## config.mk

```make
export PLATFORM = sky130hd
export DESIGN_NAME = alu_seq_unit
export DESIGN_NICKNAME = d
export VERILOG_FILES = /design/src/rtl/alu_seq_unit.sv
export SDC_FILE = /design/constraint.sdc
export NUM_CORES = 1
export LEC_CHECK = 0
export CAP_MARGIN = 30
export CELL_PAD_IN_SITES_DETAIL_PLACEMENT = 0
export CELL_PAD_IN_SITES_GLOBAL_PLACEMENT = 1
export CORE_UTILIZATION = 35
export CTS_CLUSTER_SIZE = 40
export DETAILED_ROUTE_END_ITERATION = 16
export DONT_BUFFER_PORTS = 1
export PLACE_DENSITY_LB_ADDON = 0.1
export SKIP_CTS_REPAIR_TIMING = 1
export SYNTH_ARGS = -nofsm -noshare
export SYNTH_HDL_FRONTEND = slang
export SYNTH_SLANG_ARGS = --single-unit
```

## constraint.sdc

```tcl
create_clock -name clk -period 3.55 [get_ports clk]
set_input_delay 0.5325 -clock clk [delete_from_list [all_inputs] [get_ports clk]]
set_output_delay 0.5325 -clock clk [all_outputs]
set_load 0.02 [all_outputs]
```

## src/rtl/alu_seq_unit.sv

```systemverilog
// Registered ALU with operand/result handshakes, serial variable shifts and status flags.
// Uses the MIPS funct opcodes of the earlier combinational 8-bit ALU, now with a parametrised width.
module alu_seq_unit #(
    parameter  int NB_DATA  = 8,
    parameter  int NB_OP    = 6,
    localparam int NB_SHAMT = $clog2(NB_DATA)
) (
    input  logic               clk,
    input  logic               rst_n,
    input  logic               in_valid,
    output logic               in_ready,
    input  logic [NB_DATA-1:0] dato_a,
    input  logic [NB_DATA-1:0] dato_b,
    input  logic [NB_OP-1:0]   opcode,
    output logic               out_valid,
    input  logic               out_ready,
    output logic [NB_DATA-1:0] out,
    output logic               flag_zero,
    output logic               flag_carry,
    output logic               flag_ovf,
    output logic               flag_err
);
    localparam logic [NB_OP-1:0] OP_ADD = NB_OP'(6'b100000);
    localparam logic [NB_OP-1:0] OP_SUB = NB_OP'(6'b100010);
    localparam logic [NB_OP-1:0] OP_AND = NB_OP'(6'b100100);
    localparam logic [NB_OP-1:0] OP_OR  = NB_OP'(6'b100101);
    localparam logic [NB_OP-1:0] OP_XOR = NB_OP'(6'b100110);
    localparam logic [NB_OP-1:0] OP_NOR = NB_OP'(6'b100111);
    localparam logic [NB_OP-1:0] OP_SLL = NB_OP'(6'b000000);
    localparam logic [NB_OP-1:0] OP_SRL = NB_OP'(6'b000010);
    localparam logic [NB_OP-1:0] OP_SRA = NB_OP'(6'b000011);

    typedef enum logic [1:0] {IDLE, EXEC, SHIFT, DONE} state_t;

    typedef struct packed {
        logic [NB_DATA-1:0] a;
        logic [NB_DATA-1:0] b;
        logic [NB_OP-1:0]   op;
    } req_t;

    state_t              state, state_nxt;
    req_t                req;
    logic                rdy_en;
    logic                accept;
    logic                in_is_shift;
    logic [NB_SHAMT-1:0] cnt;
    logic [NB_DATA-1:0]  shreg, sh_step, sh_res;
    logic [NB_DATA-1:0]  alu_res;
    logic                alu_c, alu_v, alu_e;
    logic [NB_DATA:0]    sum, diff;

    assign in_is_shift = (opcode == OP_SLL) || (opcode == OP_SRL) || (opcode == OP_SRA);
    assign accept      = in_ready && in_valid;

    // in_ready stays low until the first edge after reset release
    always_ff @(posedge clk or negedge rst_n) begin
        if (!rst_n) rdy_en <= 1'b0;
        else        rdy_en <= 1'b1;
    end

    always_ff @(posedge clk or negedge rst_n) begin
        if (!rst_n) state <= IDLE;
        else        state <= state_nxt;
    end

    always_comb begin
        state_nxt = state;
        case (state)
            IDLE:    if (in_valid && rdy_en) state_nxt = in_is_shift ? SHIFT : EXEC;
            EXEC:    state_nxt = DONE;
            SHIFT:   if (cnt <= NB_SHAMT'(1)) state_nxt = DONE;
            DONE:    if (out_ready) state_nxt = IDLE;
            default: state_nxt = IDLE;
        endcase
    end

    always_comb begin
        in_ready  = rdy_en && (state == IDLE);
        out_valid = (state == DONE);
    end

    // one-bit step of the serial shifter; shamt 0 passes the operand through
    always_comb begin
        sh_step = shreg;
        case (req.op)
            OP_SLL:  sh_step = {shreg[NB_DATA-2:0], 1'b0};
            OP_SRL:  sh_step = {1'b0, shreg[NB_DATA-1:1]};
            OP_SRA:  sh_step = {shreg[NB_DATA-1], shreg[NB_DATA-1:1]};
            default: sh_step = shreg;
        endcase
        sh_res = (cnt == '0) ? shreg : sh_step;
    end

    assign sum  = {1'b0, req.a} + {1'b0, req.b};
    assign diff = {1'b0, req.a} - {1'b0, req.b};

    always_comb begin
        alu_res = '0;
        alu_c   = 1'b0;
        alu_v   = 1'b0;
        alu_e   = 1'b0;
        case (req.op)
            OP_ADD: begin
                alu_res = sum[NB_DATA-1:0];
                alu_c   = sum[NB_DATA];
                alu_v   = (req.a[NB_DATA-1] == req.b[NB_DATA-1]) &&
                          (sum[NB_DATA-1] != req.a[NB_DATA-1]);
            end
            OP_SUB: begin
                alu_res = diff[NB_DATA-1:0];
                alu_c   = diff[NB_DATA];
                alu_v   = (req.a[NB_DATA-1] != req.b[NB_DATA-1]) &&
                          (diff[NB_DATA-1] != req.a[NB_DATA-1]);
            end
            OP_AND:  alu_res = req.a & req.b;
            OP_OR:   alu_res = req.a | req.b;
            OP_XOR:  alu_res = req.a ^ req.b;
            OP_NOR:  alu_res = ~(req.a | req.b);
            default: alu_e   = 1'b1;
        endcase
    end

    always_ff @(posedge clk or negedge rst_n) begin
        if (!rst_n) begin
            req        <= '0;
            cnt        <= '0;
            shreg      <= '0;
            out        <= '0;
            flag_zero  <= 1'b0;
            flag_carry <= 1'b0;
            flag_ovf   <= 1'b0;
            flag_err   <= 1'b0;
        end else begin
            if (accept) begin
                req   <= '{a: dato_a, b: dato_b, op: opcode};
                cnt   <= dato_b[NB_SHAMT-1:0];
                shreg <= dato_a;
            end
            if (state == EXEC) begin
                out        <= alu_res;
                flag_zero  <= (alu_res == '0);
                flag_carry <= alu_c;
                flag_ovf   <= alu_v;
                flag_err   <= alu_e;
            end
            if (state == SHIFT) begin
                if (cnt <= NB_SHAMT'(1)) begin
                    out        <= sh_res;
                    flag_zero  <= (sh_res == '0);
                    flag_carry <= 1'b0;
                    flag_ovf   <= 1'b0;
                    flag_err   <= 1'b0;
                end else begin
                    shreg <= sh_step;
                    cnt   <= cnt - NB_SHAMT'(1);
                end
            end
        end
    end
endmodule

```

# == Word-level counts from Yosys, hierarchy flattened ==
# Cells that the tools add are included.
# classes
add_sub_neg,3
n_lt_le_gt_ge,1
n_eq_ne,20
muxes,32
bitwise_logic,4
reduce_logical,15
# ops
operator,count
$mux 8,7
$pmux 8 s6,1
$eq 6x6->1 const B,6
$eq 6x2->1 const B,4
$pmux 8 s3,1
$logic_not 8->1,2
$mux 1,13
$logic_not 6->1,2
$add 8x8->9,1
$mux 3,3
$sub 8x8->9,1
$and 8x8->8,1
$mux 2,4
$not 8->8,1
$or 8x8->8,1
$pmux 2 s4,1
$xor 8x8->8,1
$reduce_or 6->1,1
$logic_and 1x1->1,5
$eq 2x2->1 const B,2
$ne 2x2->1 const B,2
$pmux 1 s2,2
$le 3x1->1 const B,1
$logic_not 3->1,1
8 further kinds,11
# word_totals
register_bits,48
input_bits,26
out_inout_bits,14

# == Depth between registers and ports, before layout ==
# Gate-level depths: netlist of the first run.
# depth
depth_word,7
mapped_depth,10
depth_no_buf,10

# == Least setup slack after synthesis of the first run ==
# No wires, ideal clock.
# synth_timing
path_type,reg2reg
start,reg req[6] (netlist bit)
end,reg flag_zero
setup_ps,66
arrival_time_ps,2205
required_time_ps,3484
path_slack_ps,1279
path_stages_with_launch,10
path_buffers,0
cell_sequence,dfrtp_1 ha_1 fa_1 a211oi_1 o21ai_0 nor4b_1 a311oi_1 nand2_1 nor4_1 a221o_1
# synth_between
elab_chain_len,7
word_cells_on_any_way,11
# synth_rtl
element,line,rtl
"start, declared",42,req_t req;
"start signal, assigned",135,"req <= '{a: dato_a, b: dato_b, op: opcode};"
"parallel branches: the longest is 2 deep, another holds $sub 8x8->9",-,
$pmux 8 s6 (*),102,case (req.op)
$logic_not 8->1 (*),141,flag_zero <= (alu_res == '0);
$mux 1 (*),139,if (state == EXEC) begin
$mux 1,147,if (cnt <= NB_SHAMT'(1)) begin
$mux 1 (*),146,if (state == SHIFT) begin
"end signal, assigned",141,
"end signal, assigned",149,flag_zero <= (sh_res == '0);
"end, declared",18,"output logic flag_zero,"
# Every way passes the cells marked *.
# A chain may end at the register's enable or synchronous reset.

# == Final worst setup path of the first run ==
# Same ends and word-level chain as after synthesis.

==> results of run 1 <==
==> cell usage in the layout, fill, tap and decap left out, types with 3 or more instances in the layout <==
cell and n:
sky130_fd_sc_hd__a2111oi_0 3, sky130_fd_sc_hd__a211oi_1 7, sky130_fd_sc_hd__a21oi_1 23, sky130_fd_sc_hd__a221oi_1 3, sky130_fd_sc_hd__a31oi_1 12, sky130_fd_sc_hd__and2_1 5, sky130_fd_sc_hd__and3_1 5, sky130_fd_sc_hd__buf_4 8
sky130_fd_sc_hd__clkbuf_8 6, sky130_fd_sc_hd__dfrtp_1 48, sky130_fd_sc_hd__ha_1 32, sky130_fd_sc_hd__inv_1 38, sky130_fd_sc_hd__mux2i_1 9, sky130_fd_sc_hd__nand2_1 65, sky130_fd_sc_hd__nand2b_1 8, sky130_fd_sc_hd__nand3_1 8
sky130_fd_sc_hd__nand4_1 4, sky130_fd_sc_hd__nor2_1 23, sky130_fd_sc_hd__nor2b_1 7, sky130_fd_sc_hd__nor3_1 12, sky130_fd_sc_hd__nor4_1 5, sky130_fd_sc_hd__o211ai_1 6, sky130_fd_sc_hd__o21a_1 3, sky130_fd_sc_hd__o21ai_0 49
sky130_fd_sc_hd__o22ai_1 8, sky130_fd_sc_hd__o31ai_1 6, sky130_fd_sc_hd__or3_1 3, sky130_fd_sc_hd__xnor2_1 3
==> how the worst max path moves through the flow <==
stage	from	end	slack, ps	depth (start not counted)
CTS	req[6]	flag_zero	830	9
floorplan	req[6]	flag_zero	1280	9
detailed placement	req[6]	flag_zero	860	9
global placement	req[6]	flag_zero	900	9
global route	req[6]	flag_zero	670	9
finish	req[6]	flag_zero	810	9
==> kinds of logic (layout without fill, tap and decap cells) <==
family                     after synthesis  in the layout  synth area share
AOI/OAI and AO/OA                      146            146             0.253
DFF                                     48             48             0.324
and+or+nand+nor                        155            155             0.203
adders and majority gates               34             34             0.119
buffers and inverters                   62             56            0.0645
muxes                                   10             10            0.0274
xor gates and xnor gates                 3              3           0.00710
other                                    1              1           0.00101
==> registers in the layout, indices dropped and copies added (netlist names) <==
signal      flops
rdy_en          1
shreg           8
out             8
flag_err        1
flag_ovf        1
flag_zero       1
flag_carry      1
req            22
cnt             3
state           2
==> final cells by class <==
| cell class | count | area, um2 | area share |
|---|---|---|---|
| Multi-Input combinational cell | 349 | 2260 | 0.571 |
| Sequential cell | 48 | 1200 | 0.303 |
| Clock inverter | 1 | 7.51 | 0.00189 |
| Timing Repair Buffer | 9 | 87.6 | 0.0221 |
| Tap cell | 136 | 170 | 0.0429 |
| Inverter | 39 | 146 | 0.0369 |
| Clock buffer | 7 | 86.3 | 0.0218 |
==> worst max-delay path: cells and delay by family (launching register included) <==
kind | cells | cell delay, ps
flip-flops | 1 | 410
AO/OA/AOI/OAI | 4 | 1180
AND/OR/NAND/NOR | 3 | 450
adder cells (fa/ha/maj) | 2 | 640
==> power groups by stage <==
stage / Clock [mW] / Sequential, mW / Combinational [mW]
2_1_floorplan: 0 / 1.06 / 2.04
3_3_place_gp: 0 / 1.12 / 2.70
3_5_place_dp: 0 / 1.13 / 2.67
4_1_cts: 0.385 / 1.12 / 2.68
5_1_grt: 0.401 / 1.16 / 3.06
6_report: 0.368 / 1.11 / 2.71
==> Yosys cell counts (all sizes together), types with 4 or more instances <==
| library cell | n | area share |
|---|---|---|
| nor4 | 6 | 0.012 |
| and2 | 5 | 0.0084 |
| nor2b | 7 | 0.012 |
| a211oi | 8 | 0.018 |
| o211ai | 6 | 0.012 |
| nand4 | 4 | 0.0068 |
| ha | 32 | 0.11 |
| a31oi | 12 | 0.020 |
| a21oi | 23 | 0.031 |
| dfrtp | 48 | 0.32 |
| buf | 7 | 0.0088 |
| nor3 | 12 | 0.016 |
| o31ai | 7 | 0.016 |
| clkbuf | 16 | 0.016 |
| o21ai | 50 | 0.068 |
| mux2i | 9 | 0.024 |
| nor2 | 24 | 0.025 |
| nand2 | 65 | 0.066 |
| o22ai | 8 | 0.014 |
| and3 | 5 | 0.0084 |
| inv | 38 | 0.039 |
| nand3 | 8 | 0.011 |
| nand2b | 8 | 0.014 |
==> metrics by stage <==
step                      total power, mW  instances  cell area [um2]
after floorplan                      3.10        459             3700
after global placement               3.82        580             3840
after detailed placement             3.79        580             3840
after CTS                            4.18        588             3940
after global routing                 4.62        589             3960
final                                4.20        589             3960
==> metal layers <==
layer | up-vias | part of all wire | track usage | wire length (um)
met4 | 0 | 0.019 | 0.0543 | 212
met3 | 10 | 0.047 | 0.0368 | 516
met5 | - | 0 | 0 | 0
met2 | 82 | 0.46 | 0.333 | 5080
met1 | 1628 | 0.47 | 0.297 | 5250
li1 | 1622 | - | - | -
==> results.rst, run 1 <==
.. list-table::
   :header-rows: 1

   * - Metric
     - Value
   * - Result of the run
     - complete, no violations
   * - Transition at the pin with the smallest max-transition slack
     - ~800 ps
   * - Most frequently used flop master after synthesis
     - sky130_fd_sc_hd__dfrtp_1
   * - Final worst setup slack
     - approximately 800 ps
   * - Number of global-route vias before repair
     - 3,314
   * - Kind of start point of the critical path
     - flip-flop
   * - EDFF count, synth
     - 0
   * - Combined global-route utilization of all metal layers
     - 0.211
   * - Die span in y
     - roughly 100 um
   * - Worst hold margin
     - roughly 64 ps
   * - Starting density of the core
     - 0.360
   * - Count of pins on the block boundary
     - 40
   * - Remaining antenna violation count after routing
     - 0
   * - Cell Rows
     - 37
   * - Layout Utilization
     - 0.386
   * - Reg2Reg Depth
     - 9
   * - Maximum net fanout on the critical path
     - 3
   * - Slew Limit Fails
     - 0
   * - Flip-flop and latch count after synthesis
     - 48
   * - Synthesis Warnings
     - 0
   * - Antenna fix cells
     - 0
   * - Final number of setup-violating endpoints
     - 0
   * - Slowest stage cell on the critical path
     - sky130_fd_sc_hd__a311oi_1
   * - Endpoint required time on the critical path
     - 3800 ps
   * - Net load switching power
     - 2.22 mW
   * - Clock tree from TritonCTS
     - built
   * - Number of remaining DRC errors
     - 0
   * - Synth-to-Final Area Change
     - 6.99%
   * - Power density over the cells
     - 1060 nW/um2
   * - Max Freq
     - approximately 0.36 GHz
   * - Post-Synthesis Net Count
     - around 520
   * - Final number of hold-violating endpoints
     - 0
   * - Overall die width
     - 105 um
   * - Number of antenna violations at the first check in global routing
     - 0
   * - Reg power frac
     - 0.265
   * - Worst R2R Setup Slack
     - 810 ps
   * - TritonCTS Sinks
     - 48
   * - Clock input transition at the sequential cells of the worst setup and hold paths
     - around 100 ps
   * - DIE AREA
     - 11,000 um2
   * - Critical Setup Path Class
     - flip-flop to flip-flop
   * - Reg-to-Reg End
     - flag_zero
   * - Worst ir drop on vdd
     - 0.423 mV
   * - Average cell area after synthesis
     - between 8 and 9 um2
   * - CTS max path bufs
     - 2
   * - Clock Latency Late Sink
     - 310 ps
   * - Netlist cell types
     - just over 60
   * - Filler cell count in the final layout
     - 1,114
   * - Cell breakdown of the critical path
     - ha_1 -> fa_1 -> a211oi_1 -> o21ai_0 -> nor4b_1 -> a311oi_1 -> nand2_1 -> nor4_1 -> a221o_1
   * - Routability Congestion
     - between 0.8 and 0.9
   * - Post-Place Setup Slack
     - about 860 ps
   * - Vias per inst
     - 5.67
   * - Layout cells sized above 1
     - 0.0530
   * - First-pass GRT wire length
     - about 18,000 um
   * - Min Clock Period, post-route
     - 2740 ps
   * - Area inside the core boundary
     - 10,300 um2
   * - Net count of the finished layout
     - 512
   * - Sum of net half-perimeters after detailed placement
     - 8210 um
   * - Sequential-to-total area share from yosys stat
     - 0.324
   * - Synth Instances
     - 459
   * - Net switching fraction of the power
     - 0.528
   * - Number of max-capacitance violations reported
     - 0
   * - Pin count of the biggest net entering global routing
     - 49
   * - Crit path DAT
     - approximately 3000 ps
   * - Worst max-slew margin expressed relative to the limit
     - 0.449
   * - WL per Instance
     - 18.8 um
   * - Proportion of register bits with asynchronous set or reset after synthesis
     - 1.00
   * - Number of H-tree levels
     - 2
   * - Worst min-delay path class
     - input port to async pin
   * - DRC violation total after the first TritonRoute iteration
     - 199
   * - Largest stage delay on the critical path
     - 480 ps
   * - Post-synthesis instance area
     - 3700 um2
   * - Leak Pwr
     - ~1.7 nW
   * - Crit end category
     - flip-flop
   * - Gate power share
     - 0.647
   * - Clock buffers created by TritonCTS
     - 5
   * - RSZ-0062 raised after global routing
     - no
   * - Cell-internal power
     - 1.98 mW
   * - Final worst path period share
     - 0.772
   * - Cell at the root of the clock tree
     - sky130_fd_sc_hd__clkbuf_8
   * - DR vias
     - roughly 3,300
   * - Clock power share
     - 0.088
   * - Worst clock skew on the final layout
     - 13.5 ps
   * - Total Negative Setup Slacks
     - 0 ps
   * - R2R Path Start
     - req[6]
   * - Overflow left after global routing
     - 0
   * - Port Buffer Count
     - 0
   * - First-pass DRT Iterations
     - 4
   * - Routed WL
     - 11,100 um
No activity file was read; power rests on OpenSTA's default activity.
==> inputs of run 2 (changes only) <==
Clock period 3.55 ns to 2.8 ns, I/O delays scaled along.
==> run 2 against run 1 <==
Register-to-register slack lost 630 ps. Final area grew 1.8%. Global-route usage shrank 0.32 points. Core utilization grew 0.71 points. Sequential cell count is the same. Largest cell class unchanged.
==> results.rst, run 2 (synthesized netlist as in run 1, its figures left out) <==
.. list-table::
   :header-rows: 1

   * - Metric
     - Value
   * - First-pass GRT wire length
     - 17,800 um
   * - Met1 routing resource usage after global routing
     - 0.288
   * - Die span in y
     - 105 um
   * - Layout Utilization
     - 0.393
   * - Flip-flop count of the largest register, all copies and words added
     - 22
   * - Overflow left after global routing
     - 0
   * - Worst ir drop on vdd
     - 0.567 mV
   * - Net count of the finished layout
     - 520
   * - Startpoint of the most critical hold path
     - opcode[3]
   * - Reg2Reg Depth
     - 9
   * - Reg power frac
     - 0.262
   * - R2R Path Start
     - req[6]
   * - Number of cells on the worst hold path
     - 2
   * - Endpoint required time on the critical path
     - 3050 ps
   * - Clock input transition at the sequential cells of the worst setup and hold paths
     - 100 ps
   * - Number of antenna violations at the first check in global routing
     - 0
   * - Sum of net half-perimeters after detailed placement
     - roughly 8200 um
   * - Max Freq
     - 0.381 GHz
   * - Result of the run
     - complete, no violations
   * - Reg-to-Reg End
     - flag_zero
   * - Clock buffers created by TritonCTS
     - 5
   * - Overall die width
     - 105 um
   * - Count of pins on the block boundary
     - 40
   * - Crit path DAT
     - 2870 ps
   * - Vias per inst
     - 5.69
   * - Met2 usage in global routing
     - 0.323
   * - Routed WL
     - about 11,000 um
   * - Number of global-route vias before repair
     - ~3,300
   * - Slew Limit Fails
     - 0
   * - Remaining antenna violation count after routing
     - 0
   * - Kind of start point of the critical path
     - flip-flop
   * - Area of all placed cells without fillers
     - 4040 um2
   * - Total Negative Setup Slacks
     - 0 ps
   * - Net load switching power
     - between 2 and 3 mW
   * - Worst R2R Setup Slack
     - roughly 180 ps
   * - Clock Latency Late Sink
     - 300 ps
   * - Clock power share
     - 0.081
   * - WL per Instance
     - 18.2 um
   * - Min Clock Period, post-route
     - 2620 ps
   * - Antenna fix cells
     - 0
   * - Cell-internal power
     - around 2.6 mW
   * - TritonCTS Sinks
     - 48
   * - Crit end category
     - flip-flop
   * - First-pass DRT Iterations
     - 5
   * - Largest register by flop count
     - req
   * - DIE AREA
     - 11,000 um2
   * - Worst hold margin
     - 214 ps
   * - Worst max-slew margin expressed relative to the limit
     - 0.573
   * - Starting density of the core
     - 0.360
   * - Net switching fraction of the power
     - 0.523
   * - Combined global-route utilization of all metal layers
     - 0.208
   * - Final worst path period share
     - 0.937
   * - Leak Pwr
     - 1.76 nW
   * - DR vias
     - 3,397
   * - Footprint of the multi-input gates
     - 2280 um2
   * - Worst min-delay path class
     - input port to flip-flop
   * - Clock tree from TritonCTS
     - built
   * - Transition at the pin with the smallest max-transition slack
     - 639 ps
   * - Critical Setup Path Class
     - flip-flop to flip-flop
   * - Routability Congestion
     - ~0.9
   * - Maximum net fanout on the critical path
     - 3
   * - RSZ-0062 raised after global routing
     - no
   * - Number of remaining DRC errors
     - 0
   * - Worst clock skew on the final layout
     - 5.89 ps
   * - Power density over the cells
     - 1340 nW/um2
   * - Number of H-tree levels
     - 2
   * - Synth-to-Final Area Change
     - 8.95%
   * - Port Buffer Count
     - 0
   * - Regs by FF count
     - req (22), out (8), shreg (8)
   * - Area inside the core boundary
     - between 10,000 and 15,000 um2
   * - Most frequent cells in the layout
     - 65 x sky130_fd_sc_hd__nand2_1, 49 x sky130_fd_sc_hd__o21ai_0, 48 x sky130_fd_sc_hd__dfrtp_1
   * - Most common library cell in the layout ignoring fill and taps
     - sky130_fd_sc_hd__nand2_1
   * - CTS max path bufs
     - 2
   * - Total power draw
     - 5.39 mW
   * - Filler cell count in the final layout
     - 1,082
   * - Pin count of the biggest net entering global routing
     - 49
   * - Final number of setup-violating endpoints
     - 0
   * - Layout cells sized above 1
     - 0.0716
   * - Cell at the root of the clock tree
     - sky130_fd_sc_hd__clkbuf_8
   * - Cell Rows
     - 37
   * - Register Area
     - roughly 1200 um2
   * - Number of max-capacitance violations reported
     - 0
   * - Post-DP Area
     - 3890 um2
   * - Peak-usage layer in the global routing report
     - met2
   * - Gate power share
     - 0.657
   * - Final number of hold-violating endpoints
     - 0
   * - Met3 capacity usage during global routing
     - 0.0381
   * - Min-Delay Endpoint
     - req[3]
   * - DRC violation total after the first TritonRoute iteration
     - ~230
[run 2: critical path, stage by stage, from the launching register on]
cell and delay, ps:
sky130_fd_sc_hd__dfrtp_1 410, sky130_fd_sc_hd__ha_1 260, sky130_fd_sc_hd__fa_1 400, sky130_fd_sc_hd__a211oi_1 360, sky130_fd_sc_hd__o21ai_0 150, sky130_fd_sc_hd__nor4b_1 170
sky130_fd_sc_hd__a311oi_2 380, sky130_fd_sc_hd__nand2_1 80, sky130_fd_sc_hd__nor4_1 180, sky130_fd_sc_hd__a221o_1 180
[run 2: power by group through the flow]
| stage | Clock [mW] | Combinational, mW | Sequential (mW) |
|---|---|---|---|
| 3_5_place_dp | 0 | 3.46 | 1.43 |
| 6_report | 0.436 | 3.54 | 1.41 |
| 4_1_cts | 0.458 | 3.47 | 1.41 |
| 2_1_floorplan | 0 | 2.58 | 1.35 |
| 5_1_grt | 0.487 | 4.00 | 1.47 |
| 3_3_place_gp | 0 | 3.48 | 1.42 |
[run 2: metrics by stage]
| step | instances | setup slack, ps |
|---|---|---|
| finish | 597 | 177 |
| CTS | 595 | 129 |
| global route | 597 | 24.6 |
| detailed placement | 587 | 168 |
| floorplan | 459 | 529 |
| global placement | 587 | 237 |
[run 2: cell type report]
class | instances | share of cell area
Multi-Input combinational cell | 349 | 0.566
Sequential cell | 48 | 0.298
Tap cell | 136 | 0.0422
Timing Repair Buffer | 17 | 0.0372
Inverter | 39 | 0.0363
Clock buffer | 7 | 0.0189
Clock inverter | 1 | 0.00217
[run 2: worst max-delay path by stage]
stage                        from        end  cells after the start
after floorplan            req[6]  flag_zero                      9
after global placement     req[6]  flag_zero                      9
after detailed placement   req[6]  flag_zero                      9
after CTS                  req[6]  flag_zero                      9
after global routing      req[14]  flag_zero                     10
final                      req[6]  flag_zero                      9
[run 2: routing by layer]
layer  vias to the layer above  share of wire
met5                         -              0
met4                         0          0.025
met3                        17          0.059
met2                       118           0.45
met1                      1623           0.47
li1                       1639              -
